==> src/rtl/inst_fetch.sv <==
// Instruction fetch stage: PC generation, SRAM-like instruction request port,
// 2-entry return buffer and decode-side field split, with redirect/discard handling.
module inst_fetch #(
  parameter logic [31:0] RESET_PC = 32'hBFC0_0000
) (
  input  logic        clk,
  input  logic        rst,
  output logic        inst_req,
  output logic [31:0] inst_addr,
  input  logic        inst_addr_ok,
  input  logic        inst_data_ok,
  input  logic [31:0] inst_rdata,
  input  logic        redirect_valid,
  input  logic [31:0] redirect_pc,
  input  logic        id_ready,
  output logic        id_valid,
  output logic [31:0] id_pc,
  output logic [31:0] id_inst,
  output logic [5:0]  id_op_code,
  output logic [4:0]  id_rt,
  output logic [5:0]  id_funct,
  output logic        id_adel
);

  typedef enum logic [1:0] {S_IDLE, S_REQ, S_WAIT, S_HALT} state_e;

  typedef struct packed {
    logic [31:0] pc;
    logic [31:0] inst;
    logic        adel;
  } entry_t;

  state_e      state_q, state_d;
  logic [31:0] pc_q, pc_d;
  logic [31:0] req_addr_q, req_addr_d;
  logic [1:0]  count_q, count_d;
  logic        discard_q, discard_d;
  entry_t      fifo_q [2];
  entry_t      push_entry;
  logic        push, pop;

  // NOTE: every combinational output gets a default before the case so no path
  // leaves a variable unassigned, which would otherwise infer a latch.
  always_comb begin
    state_d    = state_q;
    pc_d       = pc_q;
    req_addr_d = req_addr_q;
    discard_d  = discard_q;
    push       = 1'b0;
    push_entry = '0;
    pop        = (count_q != 2'd0) && id_ready && !redirect_valid;

    unique case (state_q)
      S_IDLE: begin
        if (redirect_valid) begin
          pc_d = redirect_pc;
        end else if (count_q < 2'd2) begin
          if (pc_q[1:0] == 2'b00) begin
            state_d    = S_REQ;
            req_addr_d = pc_q;
          end else begin
            state_d    = S_HALT;
            push       = 1'b1;
            push_entry = '{pc: pc_q, inst: 32'h0, adel: 1'b1};
          end
        end
      end
      S_REQ: begin
        // The address must stay held until accepted, so a redirect here only
        // retargets pc and marks the in-flight word for discard.
        if (redirect_valid) begin
          pc_d      = redirect_pc;
          discard_d = 1'b1;
        end
        if (inst_addr_ok) begin
          state_d = S_WAIT;
          if (!redirect_valid && !discard_q) pc_d = req_addr_q + 32'd4;
        end
      end
      S_WAIT: begin
        if (redirect_valid) pc_d = redirect_pc;
        if (inst_data_ok) begin
          discard_d = 1'b0;
          if (redirect_valid) begin
            state_d = S_IDLE;
          end else if (!discard_q) begin
            push       = 1'b1;
            push_entry = '{pc: req_addr_q, inst: inst_rdata, adel: 1'b0};
          end
        end else if (redirect_valid) begin
          discard_d = 1'b1;
        end
      end
      S_HALT: begin
        if (redirect_valid) begin
          pc_d    = redirect_pc;
          state_d = S_IDLE;
        end
      end
      default: state_d = S_IDLE;
    endcase

    if (redirect_valid)    count_d = 2'd0;
    else if (push && !pop) count_d = count_q + 2'd1;
    else if (pop && !push) count_d = count_q - 2'd1;
    else                   count_d = count_q;

    // Back-to-back fetch only when the buffer keeps room; a misaligned pc goes
    // through IDLE so it lands in HALT rather than on the bus.
    if (state_q == S_WAIT && inst_data_ok && !redirect_valid) begin
      if (count_d < 2'd2 && pc_q[1:0] == 2'b00) begin
        state_d    = S_REQ;
        req_addr_d = pc_q;
      end else begin
        state_d = S_IDLE;
      end
    end
  end

  // NOTE: sequential state uses non-blocking assignments so every register
  // samples the pre-edge values regardless of statement order.
  always_ff @(posedge clk or posedge rst) begin
    if (rst) begin
      state_q    <= S_IDLE;
      pc_q       <= RESET_PC;
      req_addr_q <= RESET_PC;
      count_q    <= 2'd0;
      discard_q  <= 1'b0;
    end else begin
      state_q    <= state_d;
      pc_q       <= pc_d;
      req_addr_q <= req_addr_d;
      count_q    <= count_d;
      discard_q  <= discard_d;
    end
  end

  // NOTE: buffer storage is not reset; count_q alone qualifies the contents and
  // the outputs are forced to zero while it is empty.
  always_ff @(posedge clk) begin
    if (!redirect_valid) begin
      if (pop) begin
        fifo_q[0] <= (push && count_q == 2'd1) ? push_entry : fifo_q[1];
      end else if (push) begin
        fifo_q[count_q[0]] <= push_entry;
      end
    end
  end

  assign inst_req   = (state_q == S_REQ);
  assign inst_addr  = req_addr_q;
  assign id_valid   = (count_q != 2'd0);
  assign id_pc      = id_valid ? fifo_q[0].pc   : 32'h0;
  assign id_inst    = id_valid ? fifo_q[0].inst : 32'h0;
  assign id_adel    = id_valid && fifo_q[0].adel;
  assign id_op_code = id_inst[31:26];
  assign id_rt      = id_inst[20:16];
  assign id_funct   = id_inst[5:0];

endmodule

==> config.mk <==
export PLATFORM = sky130hd
export DESIGN_NAME = inst_fetch
export DESIGN_NICKNAME = d
export VERILOG_FILES = /design/src/rtl/inst_fetch.sv
export SDC_FILE = /design/constraint.sdc
export NUM_CORES = 1
export LEC_CHECK = 0
export ABC_AREA = 0
export CAP_MARGIN = 10
export CORE_MARGIN = 2
export CORE_UTILIZATION = 45
export DETAILED_ROUTE_END_ITERATION = 16
export DONT_BUFFER_PORTS = 1
export PLACE_DENSITY = 0.7
export SLEW_MARGIN = 20
export SYNTH_ARGS = -nofsm -noshare
export SYNTH_HDL_FRONTEND = slang
export SYNTH_SLANG_ARGS = --single-unit
export TNS_END_PERCENT = 20
==> constraint.sdc <==
create_clock -name clk -period 7.2 [get_ports clk]
set_clock_uncertainty 0.15 [all_clocks]
set_input_delay 1.44 -clock clk [delete_from_list [all_inputs] [get_ports clk]]
set_output_delay 1.44 -clock clk [all_outputs]
set_load 0.1 [all_outputs]
* After elaboration in Yosys (flattened, before gate mapping) *
Memories as Yosys holds them, arrays and structs flattened.
Cells that the tools add are included.
Widths: inputs -> output; s select.

word-level totals
  bits of input ports = 70
  ROM bits = 0
  bits in latches = 0
  memory bits (writable) = 130
  register bits after elaboration = 69
  memories kept = 1

cells by class
  reduce and logical (&&, ||, !) cells = 21
  bitwise gates (word level) = 0
  shifts and indexed selects = 0
  mux-type cells = 52
  $add $sub $neg = 3
  eq/ne operators = 8
  divide/modulo/power cells = 0
  order comparisons = 2
  multipliers = 0

memories
  memory  depth  bits a word  rd ports  clocked after Yosys merged registers in  write ports  RTL line  source
  fifo_q  2      65           2         0                                        1            38        entry_t fifo_q [2];

operators by type and width
  kind                   count
  $mux 65                8
  $mux 32                11
  $pmux 65 s2            1
  $reduce_or 65->1       1
  $pmux 32 s2            1
  $add 32x3->32 const B  1
  $mux 2                 10
  $mux 1                 18
  $logic_and 1x1->1      10
  $pmux 2 s4             1
  $ne 3x3->1 const B     2
  $eq 2x1->1 const B     2
  $eq 2x2->1 const B     2
  $logic_not 1->1        4
  $logic_not 2->1        2
  $lt 2x2->1 const B     2
  $pmux 1 s2             2
  $reduce_and 4->1       1
  $reduce_bool 2->1      2
  $ne 3x1->1 const B     1
  $ne 3x2->1 const B     1
  $reduce_or 3->1        1
  $add 2x1->2 const B    1
  $sub 2x1->2 const B    1

* Depth between registers and ports, before layout *
  word-level depth = 14
  gate-level depth with buffers = 10
  mapped depth without buffers = 7

* Least setup slack after synthesis *
OpenSTA, ideal clock, no wires.

  path type = in2reg
  from = input inst_data_ok
  to = memory fifo_q[0][0] (netlist bit), enable pin
  data arrival time = 6.828 ns
  setup slack = -0.356 ns
  library setup time = 0.578 ns
  cell stages on the path = 5
  path through = nor4bb_1 -> buf_2 -> clkbuf_1 -> nor2_1 -> o21ai_0

between the ends
  word-level cells in the longest chain between the ends = 8
  elaborated cells between the ends (all ways) = 9
  those cells by class = 8 x mux; 1 x reduce/logical

ends and longest elaborated chain
  item                               RTL line  source
  start: declaration                 11        input logic inst_data_ok,
  $mux 1 *                           82        if (inst_data_ok) begin
  $pmux 1 s2 *                       53        unique case (state_q)
  $mux 1 *                           144       end else if (push) begin
  $mux 1 *                           142       if (pop) begin
  $mux 1 *                           141       if (!redirect_valid) begin
  $mux 1 (implied by the code) *     145       fifo_q[count_q[0]] <= push_entry;
  $reduce_or 65->1 (no source line)  n/a
  $mux 1 (no source line)            n/a
  end: declaration                   38

Every way passes the cells marked *; elsewhere a longest branch is shown, timed or not.

* Final worst setup path *
  from = register count_q[1]
  to = output id_valid

between the ends
  word-level cells in the longest chain between the ends = 1

ends and longest elaborated chain
  item                      RTL line  source
  start: declaration        36        logic [1:0] count_q, count_d;
  start signal: assignment  133       count_q <= count_d;
  $reduce_bool 2->1         152       assign id_valid = (count_q != 2'd0);
  end: declaration          16        output logic id_valid,

Every way passes these cells.

==> run summary <==
Status = finished clean
Multi-input logic area = 3930 sq um
CTS sink cnt = 199
Post-route DRC = 0
Hold Path Class = reg -> reg
Max incr delay on CP = 740 ps
FF-to-FF Start = state_q[1]
CORE AREA = 21100 sq um
Max_cap viols = 0
Reg2Reg Depth = 10
CTS root buffer = clkbuf_16
Yosys cell types = 48
1st-iter DRT viols = 711
Crit. End Element = output pin
Via count = 6825
Placer Congestion = 0.839
Worst Hold End = inst_addr[23]
Yosys warns = 0
Post-CTS setup buffers = 0
Crit-path most repeated cell = inv_1
Synth Register Bits = 199
Synth area leaders = edfxtp_1 (40%), dfrtp_1 (13%), nand2_1 (6.2%), nor2b_1 (5.0%), dfstp_2 (4.9%)
Min Tclk post-route = 4570 ps
Worst skew pair latency = 440 ps
Fin nets = 940
Post-synth EDFFs = 130
Fin. max-slew vios = 0
Async S/R FF share, synth = 0.347
Unrepaired setup endpoints after global routing = false
Yosys top cell by area = edfxtp_1
I/O pins = 186
Total CTS buffers = 17
Critical path startpoint category = register
Hold_sp = pc_q[23]
Clock transition at path regs = 70 ps
Most common cell in the netlist = nand2_1
P&R area growth vs syn = 10.7%
Hold path depth = 2
Mapped Area = 9730 sq um
First-pass GRT wire length = 36900 um
Largest fanout on the critical path = 43
Dominant synthesized flop cell = edfxtp_1
First-pass detailed-route iteration total = 6
CP Cell Sequence = inv_1, ha_4, buf_4, inv_1
Fillers = 1846
H-tree depth = 4
Site Rows = 53
Gr ovfl total = 0
Largest net degree at the start of global routing = 78
Fmax achieved = 0.219 GHz
Flop2flop setup slack = 3120 ps
Vias per cell = 5.93
Synthesized area per cell = 10.7 sq um
Final ANT Viol Nets = 0
Top post-synthesis cells by count = nand2_1 (160), edfxtp_1 (130), o21ai_0 (81)
DP Wirelength = 15500 um
Die Y-Extent = 151 um
I/O Buffers = 0
Antenna cells = 0
Routed WL = 24200 um
Starting Density = 0.461
Register area = 5650 sq um
Setup Crit Path Kind = reg -> out
Worst EP required = 5610 ps
Worst-Margin Slew = 1200 ps
Final period util = 0.635
# hold bufs at CTS = 0
Final Setup Violations = 0
Worst slew margin = 0.203
Die Span X = 151 um
WL per Instance = 21.0 um
Number of global-route vias before repair = 6364
Sequential share of the synthesized area = 0.581
Syn Inst Count = 906
Synthesized Nets = 984
Fin Setup TNS = 0 ps
Share of cells above drive strength 1 = 0.181
CP max-delay cell = buf_4
CTS max path bufs = 2
Initial antenna violation count = 0
Critical Path AT = 2980 ps
Total die area = 22800 sq um
TritonCTS clock tree = yes
Final Hold Fails = 0
RR Endpoint = inst_addr[21]
Share of the synthesized area in the top cell type = 0.401
Post-CTS Resized = 0
GRT Util Overall = 0.213
[kinds of logic after synthesis]
kind of cell	synth area share
AO/OA/AOI/OAI	0.149
XOR/XNOR	0.0270
adder cells (fa/ha/maj)	0.0103
buffers and inverters	0.0485
flip-flops	0.581
multiplexers	0.0135
AND/OR/NAND/NOR	0.171
[cell usage in the layout (no fill, tap or decap), drive strengths merged, types with 2 or more instances in the layout]
master	instances
nor2b	77
nor2	23
ha	8
o21ai	81
nor3b	2
edfxtp	130
and3	3
xor2	24
a22oi	61
or3b	2
a211o	2
and2	2
o311ai	3
nand3	11
and4	2
dfstp	18
xnor2	6
dfrtp	51
a211oi	14
clkinvlp	2
inv	21
clkbuf	19
a21oi	21
nand4	38
o211ai	27
mux2i	12
nor3	7
nand2	160
buf	26
a31oi	2
o221ai	5
nor4	2
or2	2
[stage by stage]
stage	cell area [sq um]	hold slack, ps	util	setup WS [ps]	cells
after CTS	10800	387	0.511	2590	1150
after detailed placement	10200	371	0.483	2610	1118
after global placement	10200	361	0.482	2670	1117
final	10800	389	0.511	2630	1150
after global routing	10800	405	0.511	2480	1150
after floorplan	9730	347	-	1400	906
[worst max path at each step]
stage	start	to	slack, ps	depth (start not counted)
after floorplan	inst_data_ok	fifo_q[0][0]	1400	5
after global placement	redirect_valid	fifo_q[0][6]	2670	6
after detailed placement	redirect_valid	fifo_q[0][54]	2610	6
after CTS	count_q[1]	id_valid	2590	4
after global routing	count_q[1]	id_valid	2480	4
final	count_q[1]	id_valid	2630	4
[state kept, by name, summed over array words and instances (netlist names)]
| name | flops |
|---|---|
| discard_q | 1 |
| count_q | 2 |
| fifo_q | 130 |
| inst_addr | 32 |
| state_q | 2 |
| pc_q | 32 |
[layout make-up]
type / count / area share
Sequential cell: 199 / 0.525
Multi-Input combinational cell: 607 / 0.365
Clock buffer: 19 / 0.0402
Tap cell: 275 / 0.0320
Timing Repair Buffer: 26 / 0.0200
Clock inverter: 13 / 0.0137
Inverter: 11 / 0.00384
[worst max-delay path, delay by kind of cell (launching register included)]
kind | cells | cell delay, ps
buffers and inverters | 3 | 1570
flip-flops | 1 | 470
adder cells (fa/ha/maj) | 1 | 450
[metal layers]
layer / vias to the layer above / share of wire / routed length [um] / track usage
li1: 3185 / - / - / -
met1: 3278 / 0.44 / 10500 / 0.306
met2: 329 / 0.45 / 10900 / 0.315
met3: 33 / 0.094 / 2260 / 0.0593
met4: 0 / 0.018 / 445 / 0.0692
met5: - / 0 / 0 / 0
Power is left out: the tool's default activity adds up to more than one toggle a clock period on the data nets, which glitch-free logic cannot reach.
